$ cat src/rtl/shift_seq_ctrl.sv
// Command sequencer for a 4-bit universal shift register: one op per handshake, then a done pulse.
// Optional abort input and sticky aborted flag are built when SHIFT_SEQ_ABORT_EN is defined.
module shift_seq_ctrl #(
  parameter int WIDTH = 4,
  parameter int CNT_W = 3
) (
  input  logic             clk,
  input  logic             rst,
  input  logic             cmd_valid,
  output logic             cmd_ready,
  input  logic [1:0]       cmd_op,
  input  logic [CNT_W-1:0] cmd_count,
  input  logic [WIDTH-1:0] cmd_data,
  input  logic             cmd_fill,
  input  logic [WIDTH-1:0] reg_q,
`ifdef SHIFT_SEQ_ABORT_EN
  input  logic             abort,
  output logic             aborted,
`endif
  output logic [1:0]       sel,
  output logic             sinl,
  output logic             sinr,
  output logic [WIDTH-1:0] par_out,
  output logic             busy,
  output logic             done
);

  localparam logic [1:0] IDLE  = 2'd0;
  localparam logic [1:0] LOAD  = 2'd1;
  localparam logic [1:0] SHIFT = 2'd2;
  localparam logic [1:0] DONE  = 2'd3;

  localparam logic [1:0] OP_LOAD = 2'b00;
  localparam logic [1:0] OP_SHL  = 2'b01;
  localparam logic [1:0] OP_SHR  = 2'b10;
  localparam logic [1:0] OP_ROTL = 2'b11;

  localparam logic [1:0] SEL_LOAD = 2'b00;
  localparam logic [1:0] SEL_SHL  = 2'b01;
  localparam logic [1:0] SEL_SHR  = 2'b10;
  localparam logic [1:0] SEL_HOLD = 2'b11;

  logic [1:0]       state_reg;
  logic [CNT_W-1:0] cnt_reg;
  logic [1:0]       op_reg;
  logic             sinl_reg;
  logic             abort_hit;
  logic             op_end;
  logic             unused_reg_q;

`ifdef SHIFT_SEQ_ABORT_EN
  assign abort_hit = abort;
`else
  assign abort_hit = 1'b0;
`endif

  // Only the MSB feeds back (rotate); the lower bits are not needed here.
  assign unused_reg_q = ^reg_q[WIDTH-2:0];

  assign cmd_ready = (state_reg == IDLE);
  assign op_end    = (state_reg == LOAD) || (cnt_reg == CNT_W'(1)) || abort_hit;

  // Rotate feeds the live MSB straight back so every shift edge sees the current value.
  assign sinl = (state_reg == SHIFT && op_reg == OP_ROTL) ? reg_q[WIDTH-1] : sinl_reg;

  always_ff @(posedge clk or negedge rst) begin
    if (!rst) begin
      state_reg <= IDLE;
      cnt_reg   <= '0;
      op_reg    <= OP_LOAD;
      sel       <= SEL_HOLD;
      sinl_reg  <= 1'b0;
      sinr      <= 1'b0;
      par_out   <= '0;
      busy      <= 1'b0;
      done      <= 1'b0;
`ifdef SHIFT_SEQ_ABORT_EN
      aborted   <= 1'b0;
`endif
    end else begin
      done <= 1'b0;
      case (state_reg)
        IDLE: begin
          if (cmd_valid) begin
            op_reg <= cmd_op;
`ifdef SHIFT_SEQ_ABORT_EN
            aborted <= 1'b0;
`endif
            if (cmd_op == OP_LOAD) begin
              state_reg <= LOAD;
              sel       <= SEL_LOAD;
              par_out   <= cmd_data;
              busy      <= 1'b1;
            end else if (cmd_count == '0) begin
              state_reg <= DONE;
              done      <= 1'b1;
            end else begin
              state_reg <= SHIFT;
              cnt_reg   <= cmd_count;
              sel       <= (cmd_op == OP_SHR) ? SEL_SHR : SEL_SHL;
              sinl_reg  <= (cmd_op == OP_SHL) & cmd_fill;
              sinr      <= (cmd_op == OP_SHR) & cmd_fill;
              busy      <= 1'b1;
            end
          end
        end
        LOAD, SHIFT: begin
          if (op_end) begin
            state_reg <= DONE;
            cnt_reg   <= '0;
            sel       <= SEL_HOLD;
            sinl_reg  <= 1'b0;
            sinr      <= 1'b0;
            busy      <= 1'b0;
            done      <= 1'b1;
`ifdef SHIFT_SEQ_ABORT_EN
            aborted   <= abort;
`endif
          end else begin
            cnt_reg <= cnt_reg - CNT_W'(1);
          end
        end
        DONE: begin
          state_reg <= IDLE;
        end
        default: begin
          state_reg <= IDLE;
        end
      endcase
    end
  end

endmodule

$ cat config.mk
export PLATFORM = sky130hd
export DESIGN_NAME = shift_seq_ctrl
export DESIGN_NICKNAME = d
export VERILOG_FILES = /design/src/rtl/shift_seq_ctrl.sv
export SDC_FILE = /design/constraint.sdc
export NUM_CORES = 1
export LEC_CHECK = 0
export ABC_AREA = 0
export CAP_MARGIN = 30
export CORE_MARGIN = 8
export CORE_UTILIZATION = 46
export DETAILED_ROUTE_END_ITERATION = 16
export GPL_TIMING_DRIVEN = 0
export HOLD_SLACK_MARGIN = 0.15
export MAX_ROUTING_LAYER = met4
export PLACE_DENSITY_LB_ADDON = 0.05
export SYNTH_ARGS = -nofsm -noshare
export SYNTH_HDL_FRONTEND = slang
export SYNTH_SLANG_ARGS = --single-unit
$ cat constraint.sdc
create_clock -name clk -period 2 [get_ports clk]
set_input_delay 0.2 -clock clk [delete_from_list [all_inputs] [get_ports clk]]
set_output_delay 0.2 -clock clk [all_outputs]
set_load 0.02 [all_outputs]
== Word-level counts from Yosys, hierarchy flattened ==
Index checks and enable logic that the tools add are counted.
Widths: inputs -> output; s select.

* Flip-flop bits (word level): 17
* Latch bits: 0
* RAM bits: 0
* Bits in read-only memories: 0
* Input bits: 17
* Output and inout bits: 11
* Logic and storage cells: 71
* Memories kept: 0

* $add $sub $neg: 1
* Multipliers: 0
* Divide/modulo/power cells: 0
* $lt $le $gt $ge: 0
* Eq/ne operators: 12
* Shift operators: 0
* Mux-type cells: 34
* Bitwise logic cells: 2
* Reduce and logical (&&, ||, !) cells: 13

{| class="wikitable"
|+ Operators by type and width
! kind !! count
|-
| $mux 1 || 16
|-
| $mux 2 || 7
|-
| $mux 3 || 4
|-
| $eq 2x2->1 const B || 4
|-
| $ne 2x2->1 const B || 4
|-
| $pmux 1 s2 || 4
|-
| $reduce_and 4->1 || 2
|-
| $pmux 2 s3 || 1
|-
| $pmux 3 s2 || 1
|-
| $reduce_and 5->1 || 1
|-
| $eq 2x1->1 const B || 2
|-
| $logic_not 2->1 || 2
|-
| $pmux 2 s2 || 1
|-
| $reduce_and 2->1 || 2
|-
| $eq 3x1->1 const B || 1
|-
| $logic_not 3->1 || 1
|-
| $ne 3x3->1 const B || 1
|-
| $reduce_and 3->1 || 1
|-
| $sub 3x1->3 const B || 1
|-
| $and 1x1->1 || 2
|-
| $reduce_bool 2->1 || 1
|-
| $reduce_or 2->1 || 1
|-
| $logic_and 1x1->1 || 1
|-
| $logic_or 1x1->1 || 1
|}

== Depth between registers and ports, before layout ==
Gate-level depths: netlist of the first run.

* Depth in word-level cells: 6
* Mapped depth: 7
* Gate-level depth less buffers: 6

== Worst setup path before layout of the first run ==
OpenSTA, ideal clock, no wires.

* Path kind: register to register
* Start: reg state_reg[0]
* End: reg par_out[0]
* Library setup time: 0.125 ns
* Data arrival time: 1.685 ns
* Data required time: 1.875 ns
* Setup slack: 0.190 ns
* Cell stages (with the launch flop): 6
* Buffers on the path: 0
* Clock period less this slack: 1.810 ns
* Path through: dfrtp_1 inv_1 ha_1 nand2_1 nor3_2 mux2_2

* Longest elaborated chain between the ends: 2

{| class="wikitable"
|+ RTL lines
! element !! RTL line !! RTL
|-
| start, declared || 43 || <nowiki>logic [1:0] state_reg;</nowiki>
|-
| start signal, assigned || 68 || <nowiki>state_reg <= IDLE;</nowiki>
|-
| start signal, assigned || 90 || <nowiki>state_reg <= LOAD;</nowiki>
|-
| start signal, assigned || 95 || <nowiki>state_reg <= DONE;</nowiki>
|-
| $logic_not 2->1 || n/a ||
|-
| named net cmd_ready || 10 || <nowiki>output logic cmd_ready,</nowiki>
|-
| $reduce_and 3->1 (no line) || n/a ||
|-
| end signal, assigned || 92 || <nowiki>par_out <= cmd_data;</nowiki>
|-
| end, declared || 23 || <nowiki>output logic [WIDTH-1:0] par_out,</nowiki>
|}

The timed path passes the listed nets, and every way through them passes these cells.
A chain may end at the register's enable or synchronous reset.

== Worst setup path after layout of the first run ==
* Start: reg state_reg[0]
* End: out sinl

* Longest elaborated chain between the ends: 3

{| class="wikitable"
|+ RTL lines
! element !! RTL line !! RTL
|-
| $eq 2x2->1 || 64 || <nowiki>assign sinl = (state_reg == SHIFT && op_reg == OP_ROTL) ? reg_q[WIDTH-1] : sinl_reg;</nowiki>
|-
| $logic_and 1x1->1 || 64 ||
|-
| $mux 1 || 64 ||
|-
| end, declared || 21 || <nowiki>output logic sinl,</nowiki>
|}

No other way between the ends.

==> results of run 1 <==
==> final timing paths <==
check	start	to	slack (ps)
min reg2reg	sel[1]$_DFFE_PN1P_	sel[1]$_DFFE_PN1P_	510
max in group asynchronous	rst	state_reg[1]$_DFFE_PN0P_	1170
max reg2reg	state_reg[1]$_DFFE_PN0P_	state_reg[0]$_DFFE_PN0P_	130
min in group clk	sel[1]$_DFFE_PN1P_	sel[1]$_DFFE_PN1P_	510
max	state_reg[0]$_DFFE_PN0P_	sinl	110
min	rst	par_out[3]$_DFFE_PN0P_	350
==> power groups by stage <==
stage               logic (W)  registers, W  clock network (W)
global route          0.00146      0.000624           0.000199
CTS                   0.00129      0.000608           0.000191
floorplan            0.000801      0.000693                  0
detailed placement    0.00128      0.000615                  0
finish                0.00134      0.000604           0.000183
global placement      0.00125      0.000605                  0
==> worst reg2reg max path, stage by stage, from the launching register on <==
cell and delay (ps):
sky130_fd_sc_hd__dfrtp_1 420, sky130_fd_sc_hd__inv_1 120, sky130_fd_sc_hd__ha_1 250, sky130_fd_sc_hd__clkbuf_2 180
sky130_fd_sc_hd__a21boi_0 390, sky130_fd_sc_hd__mux2_2 390
==> layout by cell type, fill, tap and decap left out, types with 3 or more instances in the layout <==
cell	count
sky130_fd_sc_hd__clkdlybuf4s50_1	22
sky130_fd_sc_hd__dfrtp_1	15
sky130_fd_sc_hd__nor2_1	11
sky130_fd_sc_hd__mux2_2	9
sky130_fd_sc_hd__inv_1	7
sky130_fd_sc_hd__ha_1	6
sky130_fd_sc_hd__nand2_1	4
sky130_fd_sc_hd__a21oi_1	4
sky130_fd_sc_hd__o21ai_0	3
sky130_fd_sc_hd__nand2b_1	3
sky130_fd_sc_hd__clkbuf_4	3
==> synthesized netlist by cell type, types with 2 or more instances <==
cell,count
sky130_fd_sc_hd__dfrtp_1,15
sky130_fd_sc_hd__nor2_1,11
sky130_fd_sc_hd__mux2_2,9
sky130_fd_sc_hd__ha_1,7
sky130_fd_sc_hd__inv_1,7
sky130_fd_sc_hd__a21oi_1,4
sky130_fd_sc_hd__nand2_1,4
sky130_fd_sc_hd__nand2b_1,3
sky130_fd_sc_hd__o21ai_0,3
sky130_fd_sc_hd__a21o_1,2
sky130_fd_sc_hd__dfstp_2,2
sky130_fd_sc_hd__nor3_1,2
sky130_fd_sc_hd__o311a_1,2
sky130_fd_sc_hd__o32a_1,2
==> layer usage <==
metal  track usage [%]  part of all wire [%]  wire [um]  vias to the layer above
met1             13.96                    45       1035                      380
li1                  -                     -          -                      385
met2             23.04                    50       1140                       16
met4             3.571                   1.0         23                        0
met5                 -                     0          0                        -
met3             3.704                   3.6         82                        4
==> what timing repair did <==
action                     in CTS  in global routing
gates cloned                    0                  0
setup endpoints to repair       2                  7
buffers inserted                0                  2
gates resized for setup         2                  2
==> final cells by class <==
class | instances | area (sq um)
Timing Repair Buffer | 26 | 256.5
Buffer | 1 | 5.005
Clock buffer | 4 | 26.28
Fill cell | 151 | 688.2
Inverter | 7 | 26.28
Multi-Input combinational cell | 64 | 518.0
Sequential cell | 17 | 427.9
Tap cell | 27 | 33.78
==> cell families after synthesis <==
logic type	Yosys count
simple gates	26
compound gates	22
flops	17
mux	9
buf+inv	8
fa+ha+maj	7
==> metrics by stage <==
step	utilization (%)	setup slack (ps)
2_1_floorplan	-	190.4
3_3_place_gp	62.75	130.7
3_5_place_dp	62.75	75.20
4_1_cts	64.14	31.17
5_1_grt	65.28	15.23
6_report	65.28	112.1
==> results.txt, run 1 <==
Based on the critical path, the design can be clocked at up to about 530 MHz. The final instance count without filler cells is 146. In this run the worst hold path is classified as in -> async. The switching share of total power came out at between 40% and 50%. Internal power comes to 0.001225 W. The normalized max-slew margin is a little under 50%. The share of async-settable or async-resettable flops after synthesis is between 90% and 100%. Yosys attributes the largest share of cell area to sky130_fd_sc_hd__dfrtp_1 39%, sky130_fd_sc_hd__mux2_2 10%, sky130_fd_sc_hd__ha_1 9.0%, sky130_fd_sc_hd__dfstp_2 5.4%, sky130_fd_sc_hd__nor2_1 4.3%. After floorplanning, the core was divided into 16 placement rows. The number of hold-repair buffers added at the cts stage came out at 0. After synthesis, the largest family of logic cells by area is compound AO/OA/AOI/OAI gates. Hold is met by 351.3 ps. At the pin with the least slew margin, the transition time is about 760 ps.

The portion of total power attributed to sequential cells came out at between 20% and 30%. The overall power after layout is approximately 0.0021 W. The critical path capture point type is an output pin. The clock passes through at most 2 buffers. The signal on the critical path passes through inv_1, ha_1, nand3_1, mux2_2, dlygate4sd2_1. The final number of max-transition violations came to 0.

The H-tree depth reported by CTS came out at 1. The Yosys step of the flow raised 0 warnings. After Yosys synthesis, XOR and XNOR cells account for 0% of the synthesized area. In this design, the largest share of critical-path delay is due to buffers and inverters.

The wire length reported by the detailed router came out at 2.281 mm. The share of synthesized area occupied by flip-flops and latches came out at 44.13%. The largest vdd supply drop is 0.0009526 V. The congestion estimate from routability-driven global placement came to between 0.8 and 0.9.

The clock sink count is 17. The number of cells on the critical path is 5. The core footprint came out at 0.001982 sq mm. The total routing usage reported by global routing is 13.07%. The netlist area before placement is 969.7 sq um. The share of cells above drive strength 1 is about 19%. The largest stage delay on the critical path is 380 ps. The final count of hold timing violations is 0. The HPWL after detailed placement is 1.745 mm.

The final count of negative-setup-slack endpoints came out at 0. The share of power burned in the clock network came out at 8.6%. The fraction of post-synthesis cell area in the top cell type by area came out at 38.71%. The pre-antenna-repair detailed-routing pass consisted of 4 iterations. The initial antenna violation count was 0. The number of global-route vias before repair came out at 823. The number of buffers added on ports is 24. The share of synthesized cell area in and, or, nand and nor gates is around 14%. The slowest stage of the critical path belongs to the cell sky130_fd_sc_hd__dfrtp_1. TritonCTS built the clock tree. The share of the cycle needed by the critical path after routing is 94.39%. The aggregate global routing overflow is 0. The number of instances in the placed design is 140. The number of enable flip-flop cells after synthesis came out at 0. The final-stage net count is 144.

The detail-routed via count per cell came out at 5.377. The number of flip-flops and latches in the synthesized netlist is 17. The antenna diode count came out at 0. Setup repair after global routing left no endpoint under its margin.

For this design the ratio of total power to cell area is 1645 mW/mm^2. TritonCTS created 3 clock buffers. Measured in cells, the most critical reg-to-reg path has a length of 5. Combinational logic is responsible for between 60% and 70% of the overall power. The most instantiated flip-flop cell in the synthesis netlist is sky130_fd_sc_hd__dfrtp_1.

The clock-pin slew on the worst setup and hold paths is 100 ps. In this run, distinct cell masters in the synthesized netlist total 30. The post-route setup TNS is 0 ps. The first-pass GRT wire length is 3.629 mm. When the netlist entered floorplanning its net count stood at about 110. The adder-cell share of the synthesized area is 9.032%. The routed via count came out at 785. In this run the mean area of a mapped cell was 10.90 sq um. The worst-case clock skew is 5.178 ps.

Together, buffers and inverters on the worst path number 2. Entering global routing, the biggest net connects 18 pins. The total I/O pin count is 28. The post-layout instance area is between 0.001 and 0.0015 sq mm. The mux cell area share after synthesis is 10.45%. The worst setup path is launched from a flop. The area fraction in compound gates after synthesis is 19.35%. The number of max-capacitance violations reported came out at 0.

The number of remaining DRC errors is 0. The required time of the critical path is 1800 ps. In the final routed layout, each cell accounts on average for roughly 16 um. The register with the most flip-flops in the layout has 4 of them. The instance count of the mapped netlist is between 80 and 90. Clock latency on the worst-skew pair, taken at its later pin, is 290 ps. The standby leakage power is 0.5824 nW. sky130_fd_sc_hd__dfrtp_1 takes more of the synthesized area than any other cell. The detailed router finished its first iteration with 30 violations. The critical path is of the reg -> out type. The clock period minus worst slack came out at 1888 ps. The height of the die is 61.91 um.

The overall die width is slightly above 60 um. The highest fanout seen on the critical path is 3. Data on the critical path arrives at its endpoint at between 1500 and 2000 ps. Relative to the synthesized area, the layout overhead comes to 33.42%. The starting utilization of the core area is 48.93%. The run finished with clean final reports. The switching power is 0.0009035 W.

The instance area after placement is 0.001244 sq mm. The cell sitting at the root of the clock tree is a sky130_fd_sc_hd__clkbuf_4. In this run the remaining antenna-violating nets after routing total 0. The die covers between 0.003 and 0.004 sq mm.
Note: power is estimated with default switching activity, not from simulation.
==> run 2: changes to the inputs <==
ABC_AREA = default   (was 0)
==> results of run 2 <==
No change in the layout: final DEF, timing and power equal those of run 1.
